## src/rtl/axi_dma_pkg.sv

```systemverilog
// Shared types and constants for the AXI stream-to-memory write DMA.
// Latency: n/a (declarations only).
// Backpressure: n/a.
package axi_dma_pkg;

  typedef enum logic [1:0] {
    IDLE = 2'd0,
    ADDR = 2'd1,
    DATA = 2'd2,
    RESP = 2'd3
  } state_t;

  localparam logic [1:0] BURST_INCR  = 2'b01;
  localparam logic [1:0] RESP_OKAY   = 2'b00;
  localparam int         BOUNDARY_4K = 4096;

endpackage

```

## src/rtl/axi_dma_burst_calc.sv

```systemverilog
// Burst sizer: beats = min(remaining, MAX_BURST_LEN, words left before the next 4 KB line).
// Latency: purely combinational.
// Backpressure: none; the caller registers the result when it starts a burst.
module axi_dma_burst_calc
  import axi_dma_pkg::*;
#(
  parameter int ADDR_WIDTH    = 16,
  parameter int CNT_WIDTH     = 16,
  parameter int LEN_WIDTH     = 8,
  parameter int MAX_BURST_LEN = 16,
  parameter int STRB_WIDTH    = 4
) (
  input  logic [ADDR_WIDTH-1:0] addr,
  input  logic [CNT_WIDTH-1:0]  remaining,
  output logic [LEN_WIDTH:0]    beats,
  output logic [LEN_WIDTH-1:0]  awlen
);

  localparam int SIZE = $clog2(STRB_WIDTH);
  // Wide enough for the count, the cap and the 13-bit distance to the 4 KB line.
  localparam int CW   = (CNT_WIDTH > 13) ? CNT_WIDTH : 13;

  logic [CW-1:0] rem_w;
  logic [CW-1:0] max_w;
  logic [CW-1:0] bound_w;
  logic [CW-1:0] lim;
  logic          unused_addr;

  assign rem_w       = CW'(remaining);
  assign max_w       = CW'(MAX_BURST_LEN);
  // Upper address bits never influence the burst size.
  assign unused_addr = ^addr;

  generate
    if (ADDR_WIDTH >= 12) begin : g_4k
      logic [12:0] to_bound;
      // 4096 - offset needs 13 bits when the offset is zero.
      assign to_bound = 13'(BOUNDARY_4K) - {1'b0, addr[11:0]};
      assign bound_w  = CW'(to_bound >> SIZE);
    end else begin : g_no4k
      // Address space smaller than one 4 KB page: no boundary to respect.
      assign bound_w = max_w;
    end
  endgenerate

  // Take the smallest of the three limits.
  always_comb begin
    lim = (rem_w < max_w) ? rem_w : max_w;
    if (bound_w < lim) lim = bound_w;
  end

  assign beats = (LEN_WIDTH + 1)'(lim);
  assign awlen = LEN_WIDTH'(lim - CW'(1));

endmodule

```

## src/rtl/axi_dma_wr.sv

```systemverilog
// Stream-to-AXI4 write master: splits (address, word count) commands into INCR bursts, one outstanding.
// Latency: awvalid 1 cycle after command accept; done_o 1 cycle after the last B handshake.
// Backpressure: s_ready_o is axi_wready_i gated by the DATA state (no buffering); cmd_ready_o low while busy.
// Optional feature macro AXI_DMA_WR_ERR_EN: sticky err_o on any non-OKAY bresp.
module axi_dma_wr
  import axi_dma_pkg::*;
#(
  parameter int DATA_WIDTH    = 32,
  parameter int ADDR_WIDTH    = 16,
  parameter int STRB_WIDTH    = DATA_WIDTH / 8,
  parameter int ID_WIDTH      = 8,
  parameter int LEN_WIDTH     = 8,
  parameter int MAX_BURST_LEN = 16,
  parameter int CNT_WIDTH     = 16,
  parameter int AXI_ID        = 0
) (
  input  logic                  clk_i,
  input  logic                  rst_i,
  input  logic [ADDR_WIDTH-1:0] cmd_addr_i,
  input  logic [CNT_WIDTH-1:0]  cmd_len_i,
  input  logic                  cmd_valid_i,
  output logic                  cmd_ready_o,
  input  logic [DATA_WIDTH-1:0] s_data_i,
  input  logic                  s_valid_i,
  output logic                  s_ready_o,
  output logic                  busy_o,
  output logic                  done_o,
  output logic                  err_o,
  output logic [ID_WIDTH-1:0]   axi_awid_o,
  output logic [ADDR_WIDTH-1:0] axi_awaddr_o,
  output logic [LEN_WIDTH-1:0]  axi_awlen_o,
  output logic [2:0]            axi_awsize_o,
  output logic [1:0]            axi_awburst_o,
  output logic [1:0]            axi_awlock_o,
  output logic [3:0]            axi_awcache_o,
  output logic [2:0]            axi_awprot_o,
  output logic [3:0]            axi_awqos_o,
  output logic                  axi_awvalid_o,
  input  logic                  axi_awready_i,
  output logic [DATA_WIDTH-1:0] axi_wdata_o,
  output logic [STRB_WIDTH-1:0] axi_wstrb_o,
  output logic                  axi_wlast_o,
  output logic                  axi_wvalid_o,
  input  logic                  axi_wready_i,
  input  logic [ID_WIDTH-1:0]   axi_bid_i,
  input  logic [1:0]            axi_bresp_i,
  input  logic                  axi_bvalid_i,
  output logic                  axi_bready_o
);

  localparam int SIZE = $clog2(STRB_WIDTH);

  state_t                state_q, state_d;
  logic                  cmd_ready_q;
  logic                  done_q;
  logic [ADDR_WIDTH-1:0] addr_q;
  logic [ADDR_WIDTH-1:0] awaddr_q;
  logic [CNT_WIDTH-1:0]  rem_q;
  logic [LEN_WIDTH-1:0]  awlen_q;
  logic [LEN_WIDTH:0]    beats_q;
  logic [LEN_WIDTH-1:0]  beat_cnt_q;

  logic [ADDR_WIDTH-1:0] cmd_addr_aligned;
  logic [ADDR_WIDTH-1:0] calc_addr;
  logic [CNT_WIDTH-1:0]  calc_rem;
  logic [LEN_WIDTH:0]    calc_beats;
  logic [LEN_WIDTH-1:0]  calc_awlen;
  logic                  cmd_fire, aw_fire, w_fire, b_fire, wlast;

  assign cmd_addr_aligned = cmd_addr_i & ({ADDR_WIDTH{1'b1}} << SIZE);

  assign cmd_fire = cmd_valid_i & cmd_ready_q;
  assign aw_fire  = (state_q == ADDR) & axi_awready_i;
  assign w_fire   = (state_q == DATA) & s_valid_i & axi_wready_i;
  assign b_fire   = (state_q == RESP) & axi_bvalid_i;
  assign wlast    = (beat_cnt_q == awlen_q);

  // The first burst is sized from the live command; later bursts from the running address/count.
  assign calc_addr = (state_q == IDLE) ? cmd_addr_aligned : addr_q;
  assign calc_rem  = (state_q == IDLE) ? cmd_len_i        : rem_q;

  axi_dma_burst_calc #(
    .ADDR_WIDTH    (ADDR_WIDTH),
    .CNT_WIDTH     (CNT_WIDTH),
    .LEN_WIDTH     (LEN_WIDTH),
    .MAX_BURST_LEN (MAX_BURST_LEN),
    .STRB_WIDTH    (STRB_WIDTH)
  ) u_burst_calc (
    .addr      (calc_addr),
    .remaining (calc_rem),
    .beats     (calc_beats),
    .awlen     (calc_awlen)
  );

  // Next-state logic for the one-burst-at-a-time sequencer.
  always_comb begin
    state_d = state_q;
    case (state_q)
      IDLE: if (cmd_fire && (cmd_len_i != '0)) state_d = ADDR;
      ADDR: if (aw_fire) state_d = DATA;
      DATA: if (w_fire && wlast) state_d = RESP;
      RESP: if (b_fire) state_d = (rem_q != '0) ? ADDR : IDLE;
      default: state_d = IDLE;
    endcase
  end

  // State register.
  always_ff @(posedge clk_i) begin
    if (rst_i) state_q <= IDLE;
    else       state_q <= state_d;
  end

  // Command/burst datapath: running address and count, AW payload, beat counter, handshake flags.
  always_ff @(posedge clk_i) begin
    if (rst_i) begin
      cmd_ready_q <= 1'b0;
      done_q      <= 1'b0;
      addr_q      <= '0;
      rem_q       <= '0;
      awaddr_q    <= '0;
      awlen_q     <= '0;
      beats_q     <= '0;
      beat_cnt_q  <= '0;
    end else begin
      cmd_ready_q <= (state_d == IDLE);
      done_q      <= (cmd_fire && (cmd_len_i == '0)) || (b_fire && (rem_q == '0));
      if (cmd_fire) begin
        addr_q <= cmd_addr_aligned;
        rem_q  <= cmd_len_i;
      end
      // AW payload is captured on entry to ADDR and held until awready.
      if ((state_d == ADDR) && (state_q != ADDR)) begin
        awaddr_q <= calc_addr;
        awlen_q  <= calc_awlen;
        beats_q  <= calc_beats;
      end
      if (aw_fire) begin
        addr_q     <= addr_q + (ADDR_WIDTH'(beats_q) << SIZE);
        rem_q      <= rem_q - CNT_WIDTH'(beats_q);
        beat_cnt_q <= '0;
      end
      if (w_fire) beat_cnt_q <= beat_cnt_q + 1'b1;
    end
  end

`ifdef AXI_DMA_WR_ERR_EN
  logic err_q;
  logic unused_b;

  assign unused_b = ^axi_bid_i;

  // Sticky error: set by any non-OKAY response, cleared when the next command is taken.
  always_ff @(posedge clk_i) begin
    if (rst_i)                                err_q <= 1'b0;
    else if (cmd_fire)                        err_q <= 1'b0;
    else if (b_fire && (axi_bresp_i != RESP_OKAY)) err_q <= 1'b1;
  end

  assign err_o = err_q;
`else
  logic unused_b;

  assign unused_b = ^{axi_bid_i, axi_bresp_i};
  assign err_o    = 1'b0;
`endif

  assign cmd_ready_o   = cmd_ready_q;
  assign busy_o        = (state_q != IDLE);
  assign done_o        = done_q;

  assign axi_awid_o    = ID_WIDTH'(AXI_ID);
  assign axi_awaddr_o  = awaddr_q;
  assign axi_awlen_o   = awlen_q;
  assign axi_awsize_o  = 3'(SIZE);
  assign axi_awburst_o = BURST_INCR;
  assign axi_awlock_o  = 2'b00;
  assign axi_awcache_o = 4'h0;
  assign axi_awprot_o  = 3'h0;
  assign axi_awqos_o   = 4'h0;
  assign axi_awvalid_o = (state_q == ADDR);

  assign axi_wdata_o   = s_data_i;
  assign axi_wstrb_o   = '1;
  assign axi_wlast_o   = wlast;
  assign axi_wvalid_o  = s_valid_i & (state_q == DATA);
  assign s_ready_o     = axi_wready_i & (state_q == DATA);

  assign axi_bready_o  = (state_q == RESP);

endmodule

```

## config.mk

```make
export PLATFORM = sky130hd
export DESIGN_NAME = axi_dma_wr
export DESIGN_NICKNAME = d
export VERILOG_FILES = /design/src/rtl/axi_dma_pkg.sv /design/src/rtl/axi_dma_burst_calc.sv /design/src/rtl/axi_dma_wr.sv
export SDC_FILE = /design/constraint.sdc
export NUM_CORES = 1
export LEC_CHECK = 0
export CORE_UTILIZATION = 44
export CTS_BUF_LIST = sky130_fd_sc_hd__clkbuf_2
export DETAILED_ROUTE_END_ITERATION = 8
export PLACE_DENSITY = 0.82
export SKIP_CTS_REPAIR_TIMING = 1
export SYNTH_ARGS = -nofsm -noshare
export SYNTH_HDL_FRONTEND = slang
export SYNTH_SLANG_ARGS = --single-unit
```

## constraint.sdc

```tcl
create_clock -name clk_i -period 5.15 [get_ports clk_i]
set_clock_uncertainty 0.2 [all_clocks]
set_input_delay 1.2875 -clock clk_i [delete_from_list [all_inputs] [get_ports clk_i]]
set_output_delay 1.2875 -clock clk_i [all_outputs]
set_load 0.02 [all_outputs]
```

Word level (Yosys, flattened, before mapping)
Cells that the tools add are included.
Cells by class
  div/mod/pow operators: 0
  eq/ne operators: 6
  $mul: 0
  $lt $le $gt $ge: 2
  reductions and logical operators: 15
  bitwise logic cells: 6
  shift-type cells: 0
  add/subtract/negate cells: 5
  muxes and demuxes: 16
Operators by type and width (number)
  $mux W16: 7
  $logic_not A16 Y1: 2
  $reduce_bool A16 Y1: 2
  $add A16 B11 Y16: 1
  $lt A11 B16 Y1: 1
  $lt A16 B5 Y1 const B: 1
  $mux W8: 2
  $sub A16 B9 Y16: 1
  $sub A13 B12 Y13 const A: 1
  $mux W9: 1
  $add A8 B1 Y8 const B: 1
  $eq A8 B8 Y1: 1
  $mux W2: 4
  $pmux W2 S4: 1
  $sub A8 B1 Y8 const B: 1
  $and A1 B1 Y1: 6
  $reduce_bool A2 Y1: 3
  $logic_and A1 B1 Y1: 5
  $eq A2 B1 Y1 const B: 2
  $eq A2 B2 Y1 const B: 2
  $logic_not A2 Y1: 2
  $ne A2 B1 Y1 const B: 1
  $logic_or A1 B1 Y1: 1
  $mux W1: 1
Storage, ports and cells
  memory bits (read-only): 0
  latch bits: 0
  memories kept: 0
  bits of input ports: 81
  output and inout port bits: 95
  memory bits (writable): 0
  register bits: 77

Depth between registers and ports, before layout
  depth after elaboration: 8
  gate-level depth with buffers: 21
  mapped depth without buffers: 19

Hierarchy
Synthesis repeated with hierarchy kept, for this count alone.
Second synthesis, totals
  cell total of the unflattened synthesis: 728
  area, all modules: 5870.6 um2
Modules (own cells, without submodules)
  axi_dma_wr: cells each 603, area an instance 5044.8 um2, sequential area each 1481.4 um2, instances 1
  axi_dma_burst_calc: cells each 125, area an instance 825.8 um2, sequential area each 0.0 um2, instances 1

Worst setup path before layout
OpenSTA, ideal clock, no wires.
  kind: input to register
  start: input port cmd_addr_i[2]
  end: register awlen_q[4], in the netlist axi_awlen_o[4]
  cell stages on the path: 17
  slack: -0.147 ns
  path buffers: 0
  arrival time: 5.009 ns
  data required time: 4.862 ns
  path through: mux2_4 inv_1 ha_1 o2111a_1 xor2_1 ha_1 o21ai_0 nor2_1 a2111oi_2 and4_1 o21ai_2 mux2i_1 ha_1 nor4b_2 xnor2_1 nand2_1 a311oi_2
Between the ends
  word-level cells in the longest chain between the ends: 5
RTL lines
  start, declared: line axi_dma_wr.sv:19  | input logic [ADDR_WIDTH-1:0] cmd_addr_i,
  $mux W16 (*): line axi_dma_wr.sv:79  | assign calc_addr = (state_q == IDLE) ? cmd_addr_aligned : addr_q;
  $sub A13 B12 Y13 (*): line axi_dma_burst_calc.sv:38  | assign to_bound = 13'(BOUNDARY_4K) - {1'b0, addr[11:0]};
  $lt A11 B16 Y1: line axi_dma_burst_calc.sv:49  | if (bound_w < lim) lim = bound_w;
  $mux W9 (*): line axi_dma_burst_calc.sv:49
  $sub A8 B1 Y8 (*): line axi_dma_burst_calc.sv:53  | assign awlen = LEN_WIDTH'(lim - CW'(1));
  end signal, assigned: line axi_dma_wr.sv:134  | awlen_q <= calc_awlen;
  end, declared: line axi_dma_wr.sv:59  | logic [LEN_WIDTH-1:0] awlen_q;
Mark *: on every way between the ends. The rest lies on a longest branch, timed or not.
A chain may end at the register's enable or synchronous reset.

Worst setup path after layout
  start: input port cmd_addr_i[2]
  end: register awlen_q[6], in the netlist axi_awlen_o[6]
The elaborated chain is that of the path after synthesis.

==> out/qor.yml <==
cells_and_area:
  final_cells: 967
  stdcell_area_sq_um: 6750
  layout-drive-gt1-share_pct: 17.7
  num_antenna_cells: 0
  final_util_pct: 53.5
  area_growth_pct: 18.8
  fillers: 1182
  fin_nets: 904
sta:
  worst_pin_slew_ps: 981
  hold_viol_final: 0
  setup_viol: 0
  period_minus_slack_ps: 4970
  fmax_mhz: 201
  final.setup.worst_slack_ps: 176
  maxSlewViolCount: 0
  period_share_pct: 96.6
  relSlewSlack_pct: 34.6
setup_path:
  path_cells: "clkdlybuf4s50_1 -> mux2_4 -> buf_4 -> nor2_1 -> o2111ai_1 -> xnor2_1 -> ha_1 -> o21ai_0 -> nor2_1 -> a2111oi_4 -> a211o_1 -> o21ai_2 -> mux2i_2 -> ha_2 -> nor4b_4 -> a31o_2 -> nand3_1 -> a211oi_1"
  slowest_stage: "clkdlybuf4s50_1"
  crit_arrival_ps: 5240
  cp_max_fo: 6
  critPathKind: "primary input to register"
  start_kind: "primary input"
  critical_path_required_ps: 5410
  worst_setup_path_end_kind: "register"
  slowest_delay_ps: 420
  cp_common_cell: "nor2_1"
yosys:
  synth-seq-cells: 73
  ys_seq_area_share_pct: 25.7
  syn_area_per_cell_sq_um: 8.08
  synth.largest_area_cell: "dfxtp_1"
  syn_inst: 702
  synth_commonest_cells: "82 x nand2_1, 73 x dfxtp_1, 66 x buf_4, 66 x nor2_1, 38 x a21oi_1"
  synth_edf_count: 0
  synth.distinct_cells: 78
  synth_ff_type: "dfxtp_1"
  syn-cell-area_sq_um: 5680
  ys_top_cells_by_area: "dfxtp_1 26%, buf_4 8.7%, ha_1 6.8%"
  yosysTopAreaCellShare_pct: 25.7
  synth.most_common_cell: "nand2_1"
  async_reset_ff_share_pct: 0
  synth.yosys.warnings: 0
power_and_ir_drop:
  power.density_nw_per_um2: 421
  power_mw: 2.84
  leakage_nw: 2.68
  ir_drop_uv: 129
run_status:
  outcome: "finished clean"
floorplan:
  fp.dieArea_sq_um: 13400
  core_sq_um: 12600
  pin_count: 176
  dieHeight_um: 116
  rows: 41
  die_w_um: 116
  floorplan.initialDensity_pct: 45.0
clock_tree:
  cts-root-buf: "clkbuf_2"
  worstSkewPairLatency_ps: 570
  cts_max_path_buffers: 2
  cts_tree: "built"
  cts_max_level: 3
  cts.sinks: 73
  cts_buffers: 9
  clk_pin_slew_ps: 180
placement:
  port_buffers: 66
  place_inst: 949
  preCtsSetupSlack_ps: -464
  place_area_sq_um: 6570
  place_congestion: 0.907
  dpl.hpwl_um: 11100
global_routing:
  grt_pass1_wl_um: 24100
  grtUsageTotal_pct: 22.9
  grt_pass1_vias: 4975
  grt_overflow: 0
  antenna_found_initial: 0
  grt_max_degree: 51
drt:
  drt-initial-drc-count: 502
  ant_nets: 0
  routed_via_density: 5.49
  avgRoutedWirePerCell_um: 15.3
  drc: 0
  wl_um: 14800
  vias: 5311
  first_pass_iters: 5
run:
  max_cap_viol_count: 0
hold_path:
  hp-class: "register to register"
[logic make-up (layout without fill, tap and decap cells)]
kind of cell	count (synthesis)	in the layout	synth area share, %
AND/OR/NAND/NOR	260	260	23.4
AO/OA/AOI/OAI	164	164	21.2
buffers and inverters	122	178	13.3
flip-flops	73	73	25.7
adder cells (fa/ha/maj)	33	33	7.54
XOR/XNOR	29	29	4.87
multiplexers	19	19	3.86
other	2	39	0.132
[final timing paths]
path,start,end,slack (ps),depth (start not counted)
max,cmd_addr_i[2],axi_awlen_o[6],180,18
min,axi_awaddr_o[6],axi_awaddr_o[6],310,2
max reg2reg,state_q[1],axi_awlen_o[6],530,18
min reg2reg,axi_awaddr_o[6],axi_awaddr_o[6],310,2
[per-stage QoR]
step / setup TNS, ps / hold slack, ps
4_1_cts: 0 / 314
3_3_place_gp: -1100 / 280
5_1_grt: -123 / 331
2_1_floorplan: 0 / 249
6_report: 0 / 310
3_5_place_dp: -1350 / 292
[flip-flops by register name (all words and copies together) (netlist names), 2 cells and up]
signal        flops
axi_awlen_o       8
rem_q            16
beat_cnt_q        8
beats_q           9
addr_q           14
axi_awaddr_o     14
state_q           2
[placed cells by master, fill, tap and decap left out, types with 10 or more instances in the layout]
master	n
nor2_1	65
a211oi_1	26
nand2_1	82
and3_1	11
clkdlybuf4s50_1	65
ha_1	29
a311oi_1	12
buf_4	72
conb_1	39
o21ai_0	20
nand3_1	15
xnor2_1	21
a21oi_1	37
nor3_1	14
dfxtp_1	73
mux2i_1	11
clkbuf_2	10
inv_1	22
[routing by layer]
metal | GRT usage (%) | wire, um | share of wire [%] | vias to the layer above
met5 | 0 | 0 | 0 | -
met4 | 9.87 | 350 | 2.4 | 0
met3 | 3.09 | 775 | 5.2 | 29
met2 | 38.5 | 7090 | 48 | 165
met1 | 29.4 | 6600 | 45 | 2521
li1 | - | - | - | 2596
[power breakdown]
group / switching [mW] / internal [mW]
Clock: 0.222 / 0.111
Combinational: 0.925 / 0.771
Sequential: 0.121 / 0.689
[cell type report]
class                      instances  area [sq um]  area share [%]
clock inverter                     6          58.8           0.872
tap                              172           215            3.19
inverter                          24          90.1            1.34
sequential                        73          1460            21.7
multi-input combinational        544          3670            54.5
clock buffer                      10          50.0           0.742
timing repair buffer             138          1200            17.7
[worst max-delay path, delay by kind of cell]
kind / cells / cell delay (ps)
fa+ha+maj: 2 / 570
simple gates: 4 / 610
mux: 2 / 580
compound gates: 7 / 1360
buf+inv: 2 / 590
xor+xnor: 1 / 240
Note: power is estimated with default switching activity, not from simulation.
